### src/rtl/lcd_fifo_arbiter_if.sv
// lcd_fifo_arbiter_if: requester and FIFO-write bundle for lcd_fifo_arbiter.
// Carries timeout_flag only when LCD_FIFO_ARB_TIMEOUT_EN is defined.
interface lcd_fifo_arbiter_if #(
  parameter int NUM_REQ    = 4,
  parameter int DATA_WIDTH = 69
);
  logic [NUM_REQ-1:0]            req_valid;
  logic [NUM_REQ-1:0]            req_last;
  logic [NUM_REQ*DATA_WIDTH-1:0] req_data;
  logic [NUM_REQ-1:0]            req_ready;
  logic                          fifo_in_ready;
  logic [3:0]                    fifo_fill_level;
  logic                          fifo_in_valid;
  logic [DATA_WIDTH-1:0]         fifo_in_data;
  logic [NUM_REQ-1:0]            grant;
  logic                          busy;
`ifdef LCD_FIFO_ARB_TIMEOUT_EN
  logic                          timeout_flag;
  modport master (
    output req_valid, req_last, req_data, fifo_in_ready, fifo_fill_level,
    input  req_ready, fifo_in_valid, fifo_in_data, grant, busy, timeout_flag
  );
  modport slave (
    input  req_valid, req_last, req_data, fifo_in_ready, fifo_fill_level,
    output req_ready, fifo_in_valid, fifo_in_data, grant, busy, timeout_flag
  );
`else
  modport master (
    output req_valid, req_last, req_data, fifo_in_ready, fifo_fill_level,
    input  req_ready, fifo_in_valid, fifo_in_data, grant, busy
  );
  modport slave (
    input  req_valid, req_last, req_data, fifo_in_ready, fifo_fill_level,
    output req_ready, fifo_in_valid, fifo_in_data, grant, busy
  );
`endif
endinterface

### src/rtl/lcd_fifo_arbiter.sv
// lcd_fifo_arbiter: round-robin burst-locked arbiter feeding the LCD transfer FIFO.
// Optional idle-timeout release enabled by defining LCD_FIFO_ARB_TIMEOUT_EN.
module lcd_fifo_arbiter #(
  parameter int NUM_REQ     = 4,
  parameter int DATA_WIDTH  = 69,
  parameter int MAX_BURST   = 8,
  parameter int FILL_THRESH = 4,
  parameter int TIMEOUT     = 16
) (
  input logic              clk,
  input logic              reset,
  lcd_fifo_arbiter_if.slave bus
);
  localparam int IW = $clog2(NUM_REQ);
  typedef enum logic {IDLE, BURST} state_t;
  state_t             r_state, w_state_nxt;
  logic [NUM_REQ-1:0] r_grant;
  logic [IW-1:0]      r_last_winner, w_winner, w_idx;
  logic [7:0]         r_beat_cnt;
  logic               w_busy, w_start, w_beat, w_release, w_timeout;

  if (NUM_REQ < 2 || NUM_REQ > 8 || MAX_BURST < 1 || MAX_BURST > 255 ||
      FILL_THRESH < 0 || FILL_THRESH > 8 || TIMEOUT < 1 || TIMEOUT > 255) begin : g_bad_param
    $error("lcd_fifo_arbiter: parameter out of range");
  end

  // Descending scan so the lowest offset from last_winner wins.
  always_comb begin
    w_winner = r_last_winner;
    w_idx    = '0;
    for (int k = NUM_REQ; k >= 1; k--) begin
      w_idx = IW'((int'(r_last_winner) + k) % NUM_REQ);
      if (bus.req_valid[w_idx]) w_winner = w_idx;
    end
  end

  // While busy the granted index is always last_winner.
  assign w_busy            = r_state == BURST;
  assign w_start           = !w_busy && |bus.req_valid && bus.fifo_fill_level <= 4'(FILL_THRESH);
  assign bus.fifo_in_valid = w_busy && bus.req_valid[r_last_winner];
  assign bus.fifo_in_data  = w_busy ? bus.req_data[r_last_winner*DATA_WIDTH +: DATA_WIDTH] : '0;
  assign bus.req_ready     = bus.fifo_in_ready ? r_grant : '0;
  assign bus.grant         = r_grant;
  assign bus.busy          = w_busy;
  assign w_beat            = bus.fifo_in_valid && bus.fifo_in_ready;
  assign w_release         = (w_beat && (bus.req_last[r_last_winner] ||
                              r_beat_cnt == 8'(MAX_BURST-1))) || w_timeout;

`ifdef LCD_FIFO_ARB_TIMEOUT_EN
  logic [7:0] r_idle_cnt;
  logic       r_timeout_flag;
  assign w_timeout        = w_busy && !bus.req_valid[r_last_winner] && r_idle_cnt == 8'(TIMEOUT-1);
  assign bus.timeout_flag = r_timeout_flag;
  always_ff @(posedge clk or posedge reset) begin
    if (reset) begin
      r_idle_cnt     <= '0;
      r_timeout_flag <= 1'b0;
    end else begin
      if (!w_busy || w_beat || w_release) r_idle_cnt <= '0;
      else if (!bus.req_valid[r_last_winner]) r_idle_cnt <= r_idle_cnt + 8'd1;
      if (w_timeout) r_timeout_flag <= 1'b1;
    end
  end
`else
  assign w_timeout = 1'b0;
`endif

  always_ff @(posedge clk or posedge reset) begin
    if (reset) r_state <= IDLE;
    else       r_state <= w_state_nxt;
  end

  always_comb begin
    w_state_nxt = w_start ? BURST : (w_busy && w_release) ? IDLE : r_state;
  end

  always_ff @(posedge clk or posedge reset) begin
    if (reset) begin
      r_grant       <= '0;
      r_last_winner <= IW'(NUM_REQ-1);
      r_beat_cnt    <= '0;
    end else if (w_start) begin
      r_grant       <= {{(NUM_REQ-1){1'b0}}, 1'b1} << w_winner;
      r_last_winner <= w_winner;
      r_beat_cnt    <= '0;
    end else if (w_release) begin
      r_grant       <= '0;
      r_beat_cnt    <= '0;
    end else if (w_beat) begin
      r_beat_cnt    <= r_beat_cnt + 8'd1;
    end
  end
endmodule

### src/flat_wrapper.sv
// flat-port wrapper written by rule: the top's interface ports become plain ports
module lcd_fifo_arbiter_flat 
#(
  parameter int NUM_REQ     = 4,
  parameter int DATA_WIDTH  = 69,
  parameter int MAX_BURST   = 8,
  parameter int FILL_THRESH = 4,
  parameter int TIMEOUT     = 16
)
  (clk, reset, bus_req_valid, bus_req_last, bus_req_data, bus_fifo_in_ready, bus_fifo_fill_level, bus_req_ready, bus_fifo_in_valid, bus_fifo_in_data, bus_grant, bus_busy);
  lcd_fifo_arbiter_if #(.NUM_REQ(NUM_REQ), .DATA_WIDTH(DATA_WIDTH)) bus_i ();
  input logic clk;
  input logic reset;
  input wire logic [$bits(bus_i.req_valid)-1:0] bus_req_valid;
  input wire logic [$bits(bus_i.req_last)-1:0] bus_req_last;
  input wire logic [$bits(bus_i.req_data)-1:0] bus_req_data;
  input wire logic [$bits(bus_i.fifo_in_ready)-1:0] bus_fifo_in_ready;
  input wire logic [$bits(bus_i.fifo_fill_level)-1:0] bus_fifo_fill_level;
  output wire logic [$bits(bus_i.req_ready)-1:0] bus_req_ready;
  output wire logic [$bits(bus_i.fifo_in_valid)-1:0] bus_fifo_in_valid;
  output wire logic [$bits(bus_i.fifo_in_data)-1:0] bus_fifo_in_data;
  output wire logic [$bits(bus_i.grant)-1:0] bus_grant;
  output wire logic [$bits(bus_i.busy)-1:0] bus_busy;
  assign bus_i.req_valid = bus_req_valid;
  assign bus_i.req_last = bus_req_last;
  assign bus_i.req_data = bus_req_data;
  assign bus_i.fifo_in_ready = bus_fifo_in_ready;
  assign bus_i.fifo_fill_level = bus_fifo_fill_level;
  assign bus_req_ready = bus_i.req_ready;
  assign bus_fifo_in_valid = bus_i.fifo_in_valid;
  assign bus_fifo_in_data = bus_i.fifo_in_data;
  assign bus_grant = bus_i.grant;
  assign bus_busy = bus_i.busy;
  lcd_fifo_arbiter #(.NUM_REQ(NUM_REQ), .DATA_WIDTH(DATA_WIDTH), .MAX_BURST(MAX_BURST), .FILL_THRESH(FILL_THRESH), .TIMEOUT(TIMEOUT)) u_core (.clk(clk), .reset(reset), .bus(bus_i));
endmodule
### config.mk
export PLATFORM = sky130hd
export DESIGN_NAME = lcd_fifo_arbiter_flat
export DESIGN_NICKNAME = d
export VERILOG_FILES = /design/src/rtl/lcd_fifo_arbiter_if.sv /design/src/rtl/lcd_fifo_arbiter.sv /design/src/flat_wrapper.sv
export SDC_FILE = /design/constraint.sdc
export NUM_CORES = 1
export LEC_CHECK = 0
export BUFFER_PORTS_ARGS = -buffer_cell sky130_fd_sc_hd__buf_2
export CAP_MARGIN = 25
export CORE_AREA = 2 2 144 146
export CTS_BUF_LIST = sky130_fd_sc_hd__clkbuf_8
export CTS_CLUSTER_DIAMETER = 200
export CTS_CLUSTER_SIZE = 8
export DETAILED_ROUTE_END_ITERATION = 8
export DIE_AREA = 0 0 146 148
export PLACE_DENSITY_LB_ADDON = 0.12
export SLEW_MARGIN = 20
export SYNTH_ARGS = -nofsm -noshare
export SYNTH_HDL_FRONTEND = slang
export SYNTH_SLANG_ARGS = --single-unit
### constraint.sdc
create_clock -name clk -period 3.4 [get_ports clk]
set_input_delay 0.17 -clock clk [delete_from_list [all_inputs] [get_ports clk]]
set_output_delay 0.17 -clock clk [all_outputs]
set_load 0.01 [all_outputs]
==> impl_metrics.env, run 1 <==
export IMPL_grtUsageMet2_pct=24.2
export IMPL_crit_chain="buf_4 -> mux4_2 -> and2_1 -> buf_2"
export IMPL_htreeDepth=1
export IMPL_overflow=0
export IMPL_hold_viol=5
export IMPL_clock_skew_ps=6.26
export IMPL_numPortBuffers=369
export IMPL_cp_num_buf_inv=2
export IMPL_fillers=2251
export IMPL_cts_buffers=3
export IMPL_cp_end_kind="primary output"
export IMPL_syn_cell_area_um2=3010
export IMPL_cts_resized=0
export IMPL_die_y_um=148
export IMPL_whs_ps=-1.54
export IMPL_drtIter0Drc=78
export IMPL_drv_cap=0
export IMPL_ys_seq_area_share_pct=12.6
export IMPL_grt_first_pass_wirelength_mm=23.0
export IMPL_detail_route_wl_per_cell_um=17.0
export IMPL_period_minus_slack_ps=2670
export IMPL_grt_max_degree=47
export IMPL_cts_tree="done"
export IMPL_drive_above_1_share_pct=73.1
export IMPL_yosysUniqueCellTypes=31
export IMPL_critical_path_class="register to primary output"
export IMPL_initial_core_util_pct=15.0
export IMPL_use_met3_pct=3.02
export IMPL_die_area_um2=21600
export IMPL_violations="negative hold slack"
export IMPL_slowest_stage="dfstp_4"
export IMPL_leakage_nw=2.53
export IMPL_path_clk_slew_ps=70
export IMPL_setup_violations=0
export IMPL_syn_to_final_growth_pct=72.3
export IMPL_ir_drop_v=0.000361
export IMPL_clock_sinks=15
export IMPL_cts_setup_buffers=0
export IMPL_clkLatencyLatePin_ps=260
export IMPL_critPathMaxFanout=46
export IMPL_gp_congestion=0.857
export IMPL_timing_final_crit_share_pct=78.6
export IMPL_cp_arrival_ps=2500
export IMPL_antenna_found_initial=3
export IMPL_grt_util_all_layers_pct=13.2
export IMPL_place_hpwl_mm=12.8
export IMPL_critPathTopFamily="flip-flops"
export IMPL_io_pins=370
export IMPL_grt_busiest_layer="met2"
export IMPL_syn_nets=559
export IMPL_cts_path_max_buffers=2
export IMPL_dr_pass1_iters=4
export IMPL_yosys_warnings=0
export IMPL_fmax_mhz=374
export IMPL_drv_slew=0
export IMPL_cts_hold_buf=0
export IMPL_required_ps=3230
export IMPL_status="finished, violations left"
export IMPL_num_rows=52
export IMPL_postRouteAntennaNets=0
export IMPL_die_x_um=146
export IMPL_syn_area_per_cell_um2=11.3
export IMPL_rsz0062_at_grt="false"
export IMPL_slowest_delay_ps=880
export IMPL_drc=0
export IMPL_relSlewSlack_pct=55.9
export IMPL_synthCells=267
export IMPL_p_total_mw=3.24
export IMPL_multi_input_area_um2=2510
export IMPL_tightest_slew_ps=661
export IMPL_power_density_nw_per_um2=625
export IMPL_ctsRootBufferMaster="clkbuf_8"
export IMPL_use_met1_pct=15.5
export IMPL_grt_pass1_vias=4112
export IMPL_layout_nets=910
export IMPL_hold_class="input port to async pin"
export IMPL_ys_ff_latch=15
export IMPL_start_kind="register"
export IMPL_routed_wl_mm=15.1
export IMPL_routed_via_density=4.32
export IMPL_layout_area_seq_um2=387
export IMPL_core_area_um2=20000
export IMPL_dr_total_vias=3844
export IMPL_setup_tns_final_ps=0
logic make-up (layout without fill, tap and decap cells):
| family | Yosys count | count (layout) | synth area share [%] |
|---|---|---|---|
| mux | 71 | 71 | 53.2 |
| compound gates | 31 | 31 | 6.24 |
| buf+inv | 29 | 379 | 3.95 |
| simple gates | 120 | 120 | 23.6 |
| other cells | 0 | 2 | 0 |
| flops | 15 | 15 | 12.6 |
| fa+ha+maj | 1 | 1 | 0.416 |
worst register-to-register path, cell delays in order (launching register included):
cell	delay (ps)
dfstp_4	880
mux4_2	320
nand3_1	340
or4_1	630
a21oi_1	160
sequential cells by signal, indices dropped and copies added, names as in the netlist:
name,flops
u_core.bus.busy,1
u_core.r_last_winner,2
u_core.bus.grant,4
u_core.r_beat_cnt,8
through the flow:
step	worst slack (ps)	std cells	utilization (%)	hold WS (ps)	area, µm²
after global placement	969	883	25.6	289	5130
after floorplan	1400	267	-	70.0	3010
after CTS	684	887	25.8	15.9	5180
final	729	889	25.9	-1.54	5180
after detailed placement	966	883	25.6	293	5130
after global routing	621	889	25.9	37.6	5180
cells in the final DEF, fill, tap and decap left out, drive strengths merged, types with 5 or more instances in the layout:
| cell type | instances |
|---|---|
| dfrtp | 13 |
| and2 | 74 |
| a21oi | 9 |
| nor2 | 5 |
| nand3 | 7 |
| buf | 373 |
| o21ai | 12 |
| nand2 | 12 |
| and3 | 5 |
| mux4 | 71 |
synthesized netlist by cell type:
cell type,number,area share (%)
or3_1,1,0.21
o21ai_0,12,2.0
clkbuf_1,17,2.1
and2_1,74,15
and3_1,5,1.0
nor4_1,1,0.21
nor2b_1,3,0.62
and4_1,1,0.29
dfrtp_1,13,11
a21o_1,2,0.50
a31oi_1,1,0.21
mux4_2,71,53
nor2_1,5,0.62
nor3_1,2,0.33
or4b_1,1,0.33
inv_1,2,0.25
o32ai_1,4,1.2
ha_1,1,0.42
dfstp_2,2,1.7
or2_2,1,0.21
a311o_1,1,0.33
buf_2,8,1.3
a311oi_1,1,0.29
or4_1,4,1.0
nand3_1,7,1.2
nand2_1,12,1.5
o21a_1,1,0.25
buf_1,2,0.25
and3b_1,1,0.29
nand2b_1,2,0.42
a21oi_1,9,1.5
routing by layer:
metal / part of all wire, % / wire length [µm] / vias up
met5: 0.079 / 12 / -
met4: 1.9 / 281 / 2
met3: 8.0 / 1200 / 23
met2: 52 / 7790 / 213
met1: 39 / 5830 / 1837
li1: - / - / 1769
worst paths after layout:
kind / start / end / slack [ps] / cells after the start
worst max register to register: u_core.r_last_winner[1]$_DFFE_PP1P_ / u_core.r_beat_cnt[3]$_DFFE_PP0P_ / 990 / 4
worst min-delay path: reset / u_core.r_beat_cnt[4]$_DFFE_PP0P_ / -2 / 2
worst max-delay path: u_core.r_last_winner[1]$_DFFE_PP1P_ / bus_fifo_in_data[49] / 730 / 4
min in group clk: bus_req_valid[2] / u_core.bus.grant[2]$_DFFE_PP0P_ / 440 / 5
worst min register to register: u_core.r_beat_cnt[1]$_DFFE_PP0P_ / u_core.r_beat_cnt[1]$_DFFE_PP0P_ / 560 / 2
max in group asynchronous: reset / u_core.bus.busy$_DFFE_PP0P_ / 2940 / 2
layout make-up:
type	instances	area share, %
multi-input cells	223	48.4
repair buffers	373	36.5
flip-flops and latches	15	7.46
well taps	270	6.52
clock buffers	3	0.797
inverters	2	0.145
diodes	2	0.0966
clock inverters	1	0.0724
report_power, final:
group / total, mW / internal [mW] / switching, mW
combinational: 2.68 / 1.45 / 1.22
sequential: 0.413 / 0.249 / 0.164
clock: 0.150 / 0.0802 / 0.0702
total: 3.24 / 1.78 / 1.46
Note: power is estimated with default switching activity, not from simulation.
==> run 2: changes to the inputs <==
--- a/config.mk
+++ b/config.mk
@@ -7,12 +7,12 @@
 export LEC_CHECK = 0
 export BUFFER_PORTS_ARGS = -buffer_cell sky130_fd_sc_hd__buf_2
 export CAP_MARGIN = 25
-export CORE_AREA = 2 2 144 146
+export CORE_AREA = 2 2 146 148
 export CTS_BUF_LIST = sky130_fd_sc_hd__clkbuf_8
 export CTS_CLUSTER_DIAMETER = 200
 export CTS_CLUSTER_SIZE = 8
 export DETAILED_ROUTE_END_ITERATION = 8
-export DIE_AREA = 0 0 146 148
+export DIE_AREA = 0 0 148 150
 export PLACE_DENSITY_LB_ADDON = 0.12
 export SLEW_MARGIN = 20
 export SYNTH_ARGS = -nofsm -noshare
==> constraint.sdc (replaced) <==
create_clock -name clk -period 2.47 [get_ports clk]
set_input_delay 0.1235 -clock clk [delete_from_list [all_inputs] [get_ports clk]]
set_output_delay 0.1235 -clock clk [all_outputs]
set_load 0.01 [all_outputs]
==> run 2 against run 1 <==
Sequential power rose by 2%. Largest cell class unchanged. Count of clock-buffer cells in the layout did not move. Cell count rose by 1.3%. First-iteration DRC count rose by 92%. The run now ends clean. Sequential share of layout area fell by 0.10 points. Largest power group unchanged. Via count rose by 0.96%. Critical endpoint is now bus_fifo_in_data[43]. Hold slack improved by 400 ps. Sequential cell count did not move.
==> impl_metrics.env, run 2 (synthesized netlist as in run 1, its figures left out) <==
export IMPL_status="completed"
export IMPL_grt_max_degree=44
export IMPL_drtIter0Drc=150
export IMPL_postLayoutCoreUtil_pct=25.4
export IMPL_required_ps=2350
export IMPL_start_kind="register"
export IMPL_clock_sinks=15
export IMPL_critPathMaxFanout=43
export IMPL_hold_class="input port to register"
export IMPL_timing_final_crit_share_pct=92.2
export IMPL_dr_pass1_iters=6
export IMPL_num_rows=53
export IMPL_pwr_share_comb_pct=86.4
export IMPL_fin_cells=901
export IMPL_setup_ws_ps=193
export IMPL_swShare_pct=44.6
export IMPL_power_density_nw_per_um2=868
export IMPL_cts_path_max_buffers=2
export IMPL_largest_reg_flops=8
export IMPL_setup_violations=0
export IMPL_drive_above_1_share_pct=73.2
export IMPL_gp_congestion=0.751
export IMPL_final_common_cell="buf_2"
export IMPL_cp_arrival_ps=2150
export IMPL_grt_util_all_layers_pct=13.1
export IMPL_drv_slew=0
export IMPL_die_area_um2=22200
export IMPL_hold_viol=0
export IMPL_place_hpwl_mm=13.9
export IMPL_power_internal_mw=2.52
export IMPL_p_sw_mw=2.04
export IMPL_cp_end_kind="primary output"
export IMPL_fmax_mhz=439
export IMPL_routed_wl_mm=16.1
export IMPL_crit_start="u_core.r_last_winner[0]$_DFFE_PP1P_"
export IMPL_die_y_um=150
export IMPL_ir_drop_v=0.000485
export IMPL_period_minus_slack_ps=2280
export IMPL_antenna_found_initial=2
export IMPL_die_x_um=148
export IMPL_dr_total_vias=3881
export IMPL_layout_common_cells="369 x buf_2, 74 x and2_1, 71 x mux4_2"
export IMPL_r2r_cells=4
export IMPL_numPortBuffers=369
export IMPL_hold_depth=4
export IMPL_p_total_mw=4.56
export IMPL_htreeDepth=1
export IMPL_timing_rr_end="u_core.r_beat_cnt[3]$_DFFE_PP0P_"
export IMPL_rsz0062_at_grt="false"
export IMPL_numPlacedInstances=894
export IMPL_initial_core_util_pct=14.5
export IMPL_path_clk_slew_ps=60
export IMPL_pre_cts_ws_ps=319
export IMPL_pwr_share_clk_pct=4.4
export IMPL_io_pins=370
export IMPL_ctsRootBufferMaster="clkbuf_8"
export IMPL_layout_nets=917
export IMPL_core_area_um2=20700
export IMPL_tightest_slew_ps=666
export IMPL_setup_tns_final_ps=0
export IMPL_drv_cap=0
export IMPL_critical_path_class="register to primary output"
export IMPL_largest_register="u_core.r_beat_cnt"
export IMPL_hold_end="u_core.bus.busy$_DFFE_PP0P_"
export IMPL_leakage_nw=2.56
export IMPL_drc=0
export IMPL_clkLatencyLatePin_ps=250
export IMPL_routed_via_density=4.31
export IMPL_seqPwrFrac_pct=9.3
export IMPL_hold_start="bus_fifo_in_ready"
export IMPL_syn_to_final_growth_pct=74.8
export IMPL_detail_route_wl_per_cell_um=17.9
export IMPL_r2r_start="u_core.r_last_winner[0]$_DFFE_PP1P_"
export IMPL_cts_tree="done"
export IMPL_clock_skew_ps=5.44
export IMPL_cts_buffers=3
export IMPL_overflow=0
export IMPL_grt_pass1_vias=3998
export IMPL_cts_setup_buffers=0
export IMPL_postRouteAntennaNets=0
export IMPL_grt_first_pass_wirelength_mm=23.2
export IMPL_r2r_slack_ps=310
export IMPL_relSlewSlack_pct=55.6
-- run 2: cell count changes in the layout (fill, tap and decap cells not counted), sizes merged --
cell and delta:
buf +6, dlygate4sd3 +1
-- run 2: how the worst max path moves through the flow --
stage / endpoint / cells past startpoint
after floorplan: bus_fifo_in_data[0] / 4
after global placement: u_core.r_beat_cnt[3]$_DFFE_PP0P_ / 4
after detailed placement: u_core.r_beat_cnt[3]$_DFFE_PP0P_ / 4
after CTS: bus_fifo_in_data[43] / 4
after global routing: bus_fifo_in_data[43] / 4
final: bus_fifo_in_data[43] / 4
-- run 2: timing repair --
item,in CTS,in global routing
gates resized for setup,0,0
hold endpoints to repair,13,0
hold buffers,1,0
-- run 2: worst max-delay path, stage by stage (launching register included) --
cell and delay [ps]:
dfstp_4 660, buf_12 290, mux4_2 560, and2_1 180
buf_2 140
-- run 2: per-stage QoR --
step	hold slack, ps	instance area (µm²)
2_1_floorplan	23.5	3010
3_3_place_gp	246	5190
3_5_place_dp	243	5190
4_1_cts	404	5250
5_1_grt	445	5250
6_report	400	5260
-- run 2: routing by layer --
layer / share of wire, % / routed length [µm] / track usage (%) / vias up
li1: - / - / - / 1780
met1: 41 / 6610 / 17.3 / 1903
met2: 51 / 8260 / 23.5 / 192
met3: 7.2 / 1160 / 2.23 / 6
met4: 0.63 / 101 / 1.10 / 0
met5: 0 / 0 / 0 / -
-- run 2: power groups by stage --
stage,Sequential [mW],Combinational (mW),Clock (mW)
after floorplan,0.401,2.60,0
after global placement,0.427,4.00,0
after detailed placement,0.428,4.01,0
after CTS,0.425,4.02,0.208
after global routing,0.437,4.30,0.222
final,0.422,3.94,0.200
-- run 2: layout make-up --
class                      count  area (µm²)
tap                          275         344
antenna                        2        5.00
timing repair buffer         380        1960
clock inverter                 1        3.75
multi-input combinational    223        2510
clock buffer                   3        41.3
sequential                    15         387
fill                        2315       15400
inverter                       2        7.51
==> run 3: changes to the inputs <==
--- a/config.mk
+++ b/config.mk
@@ -5,15 +5,17 @@
 export SDC_FILE = /design/constraint.sdc
 export NUM_CORES = 1
 export LEC_CHECK = 0
+export ABC_AREA = 1
 export BUFFER_PORTS_ARGS = -buffer_cell sky130_fd_sc_hd__buf_2
 export CAP_MARGIN = 25
-export CORE_AREA = 2 2 146 148
+export CORE_AREA = 2 2 145 147
 export CTS_BUF_LIST = sky130_fd_sc_hd__clkbuf_8
 export CTS_CLUSTER_DIAMETER = 200
 export CTS_CLUSTER_SIZE = 8
 export DETAILED_ROUTE_END_ITERATION = 8
-export DIE_AREA = 0 0 148 150
+export DIE_AREA = 0 0 147 149
 export PLACE_DENSITY_LB_ADDON = 0.12
+export SETUP_SLACK_MARGIN = 0.05
 export SLEW_MARGIN = 20
 export SYNTH_ARGS = -nofsm -noshare
 export SYNTH_HDL_FRONTEND = slang
==> run 3 against run 2 <==
Power grew 13%. Count of clock-buffer cells in the layout stayed put. Cell count up 24%. Maximum frequency is 2.0% lower. Sequential cell count is the same. Critical endpoint is now bus_fifo_in_data[10]. Highest routed layer unchanged.
==> impl_metrics.env, run 3 <==
export IMPL_status="completed"
export IMPL_cts_buffers=3
export IMPL_setup_tns_final_ps=0
export IMPL_routed_wl_mm=21.0
export IMPL_p_total_mw=5.15
export IMPL_core_area_um2=20600
export IMPL_ctsRootBufferMaster="clkbuf_8"
export IMPL_die_area_um2=21900
export IMPL_syn_nets=779
export IMPL_grt_first_pass_wirelength_mm=29.8
export IMPL_clock_sinks=15
export IMPL_drc=0
export IMPL_start_kind="register"
export IMPL_ys_ff_latch=15
export IMPL_antenna_found_initial=8
export IMPL_detail_route_wl_per_cell_um=18.8
export IMPL_synth_top_flop_cell="dfrtp_1"
export IMPL_grt_pass1_vias=4837
export IMPL_cp_end_kind="primary output"
export IMPL_clock_skew_ps=3.66
export IMPL_timing_final_crit_share_pct=94.1
export IMPL_gp_congestion=0.818
export IMPL_numPlacedInstances=1104
export IMPL_cts_path_max_buffers=2
export IMPL_synthCells=487
export IMPL_grt_util_all_layers_pct=17.8
export IMPL_routed_via_density=4.55
export IMPL_pre_cts_ws_ps=166
export IMPL_slowest_stage="dfstp_2"
export IMPL_cp_arrival_ps=2200
export IMPL_place_hpwl_mm=17.3
export IMPL_ys_seq_area_share_pct=13.2
export IMPL_period_minus_slack_ps=2320
export IMPL_drv_slew=0
export IMPL_tightest_slew_ps=615
export IMPL_largest_register="u_core.r_beat_cnt"
export IMPL_slowest_delay_ps=660
export IMPL_die_x_um=147
export IMPL_leakage_nw=2.72
export IMPL_path_clk_slew_ps=70
export IMPL_initial_core_util_pct=14.0
export IMPL_r2r_cells=8
export IMPL_numPortBuffers=369
export IMPL_die_y_um=149
export IMPL_async_flop_share_pct=100
export IMPL_critPathMaxFanout=20
export IMPL_syn_area_per_cell_um2=5.89
export IMPL_hold_depth=6
export IMPL_fmax_mhz=430
export IMPL_yosys_warnings=0
export IMPL_io_pins=370
export IMPL_syn_to_final_growth_pct=79.7
export IMPL_synthTopCellsByArea="a22oi_1 18%, nand2_1 17%, nand3_1 16%, a31oi_1 15%, dfrtp_1 11%"
export IMPL_dr_pass1_iters=5
export IMPL_dr_total_vias=5079
export IMPL_yosysUniqueCellTypes=27
export IMPL_layout_common_cells="369 x buf_2, 128 x nand2_1, 90 x nand3_1, 69 x a22oi_1, 69 x a31oi_1"
export IMPL_synth_edf_count=0
export IMPL_fin_cells=1117
export IMPL_overflow=0
export IMPL_synth_most_common_cell="nand2_1"
export IMPL_largest_reg_flops=8
export IMPL_ir_drop_v=0.000333
export IMPL_grt_max_degree=43
export IMPL_cts_tree="done"
export IMPL_fillers=2430
export IMPL_drive_above_1_share_pct=49.5
export IMPL_yosys_area_top_type="a22oi_1"
export IMPL_layout_nets=1130
export IMPL_drv_cap=0
export IMPL_final_common_cell="buf_2"
export IMPL_num_rows=53
export IMPL_htreeDepth=1
export IMPL_synthDominantCellAreaShare_pct=18.0
export IMPL_layout_area_seq_um2=382
export IMPL_power_density_nw_per_um2=999
export IMPL_hold_viol=0
export IMPL_relSlewSlack_pct=59.0
export IMPL_whs_ps=309
export IMPL_required_ps=2350
export IMPL_setup_violations=0
export IMPL_critical_path_class="register to primary output"
export IMPL_multi_input_area_um2=2170
export IMPL_syn_cell_area_um2=2870
export IMPL_clkLatencyLatePin_ps=250
export IMPL_setup_ws_ps=147
export IMPL_rsz0062_at_grt="false"
export IMPL_hold_class="input port to register"
export IMPL_postRouteAntennaNets=0
export IMPL_yosys_top_cells_count="128 x nand2_1, 90 x nand3_1, 69 x a22oi_1, 69 x a31oi_1, 34 x clkbuf_1"
export IMPL_drtIter0Drc=285
export IMPL_crit_chain="inv_2 -> nor2_4 -> buf_4 -> a22oi_1 -> a31oi_1 -> buf_2"
[run 3: cell count changes after synthesis, moves of 8 or more]
cell	previous run	this run
a31oi_1	1	69
o21ai_0	12	4
nand2_1	12	128
nand3_1	7	90
nand4_1	0	9
inv_1	2	23
clkbuf_1	17	34
a22oi_1	0	69
mux4_2	71	0
a21oi_1	9	0
and2_1	74	0
[run 3: cell type report]
type	count	share of cell area, %
Antenna cell	5	0.243
Clock buffer	3	0.800
Clock inverter	1	0.0970
Inverter	29	2.21
Multi-Input combinational cell	396	42.0
Sequential cell	15	7.40
Tap cell	275	6.67
Timing Repair Buffer	393	40.6
[run 3: repair_timing]
item,in CTS,in global routing
hold buffers,1,0
pin swaps,1,0
setup buffers,3,0
endpoints found under the hold margin,13,0
gates resized for setup,1,1
setup endpoints to repair,6,1
[run 3: kinds of logic (layout without fill, tap and decap cells)]
family,after synthesis,in the layout,synth area share [%]
and+or+nand+nor,244,244,39.4
AOI/OAI and AO/OA,148,148,34.8
buffers and inverters,76,426,11.3
DFF,15,15,13.2
xor gates and xnor gates,3,3,0.916
adders and majority gates,1,1,0.436
other,0,5,0
[run 3: path summary, 6_finish.rpt]
kind	startpoint	end	slack, ps
setup / recovery	u_core.r_last_winner[0]$_DFFE_PP1P_	bus_fifo_in_data[10]	150
hold / removal	bus_req_last[1]	u_core.r_beat_cnt[2]$_DFFE_PP0P_	310
setup reg to reg	u_core.r_last_winner[1]$_DFFE_PP1P_	u_core.bus.grant[1]$_DFFE_PP0P_	360
hold reg to reg	u_core.r_beat_cnt[1]$_DFFE_PP0P_	u_core.r_beat_cnt[1]$_DFFE_PP0P_	520
max in group asynchronous	reset	u_core.r_beat_cnt[3]$_DFFE_PP0P_	1590
min in group asynchronous	reset	u_core.r_beat_cnt[2]$_DFFE_PP0P_	480
[run 3: critical path, delay by kind of cell, from the launching register on]
| family | cells | cell delay (ps) |
|---|---|---|
| buf+inv | 3 | 690 |
| flops | 1 | 660 |
| compound gates | 2 | 390 |
| simple gates | 1 | 210 |
[run 3: routing by layer]
metal | vias up | global-route usage (%) | wire (µm)
met2 | 236 | 32.5 | 11000
met4 | 0 | 3.27 | 293
li1 | 2497 | - | -
met3 | 16 | 2.78 | 1330
met1 | 2330 | 22.2 | 8420
met5 | - | 0 | 0
[run 3: metrics by stage]
| step | area (µm²) | utilization [%] |
|---|---|---|
| after floorplan | 2870 | - |
| after global placement | 5050 | 24.6 |
| after detailed placement | 5050 | 24.6 |
| after CTS | 5140 | 25.0 |
| after global routing | 5160 | 25.1 |
| final | 5160 | 25.1 |
[run 3: power breakdown]
part | switching, mW | internal, mW | total, mW
registers | 0.124 | 0.334 | 0.458
clock network | 0.0984 | 0.112 | 0.210
logic | 2.79 | 1.70 | 4.49
total | 3.01 | 2.15 | 5.15
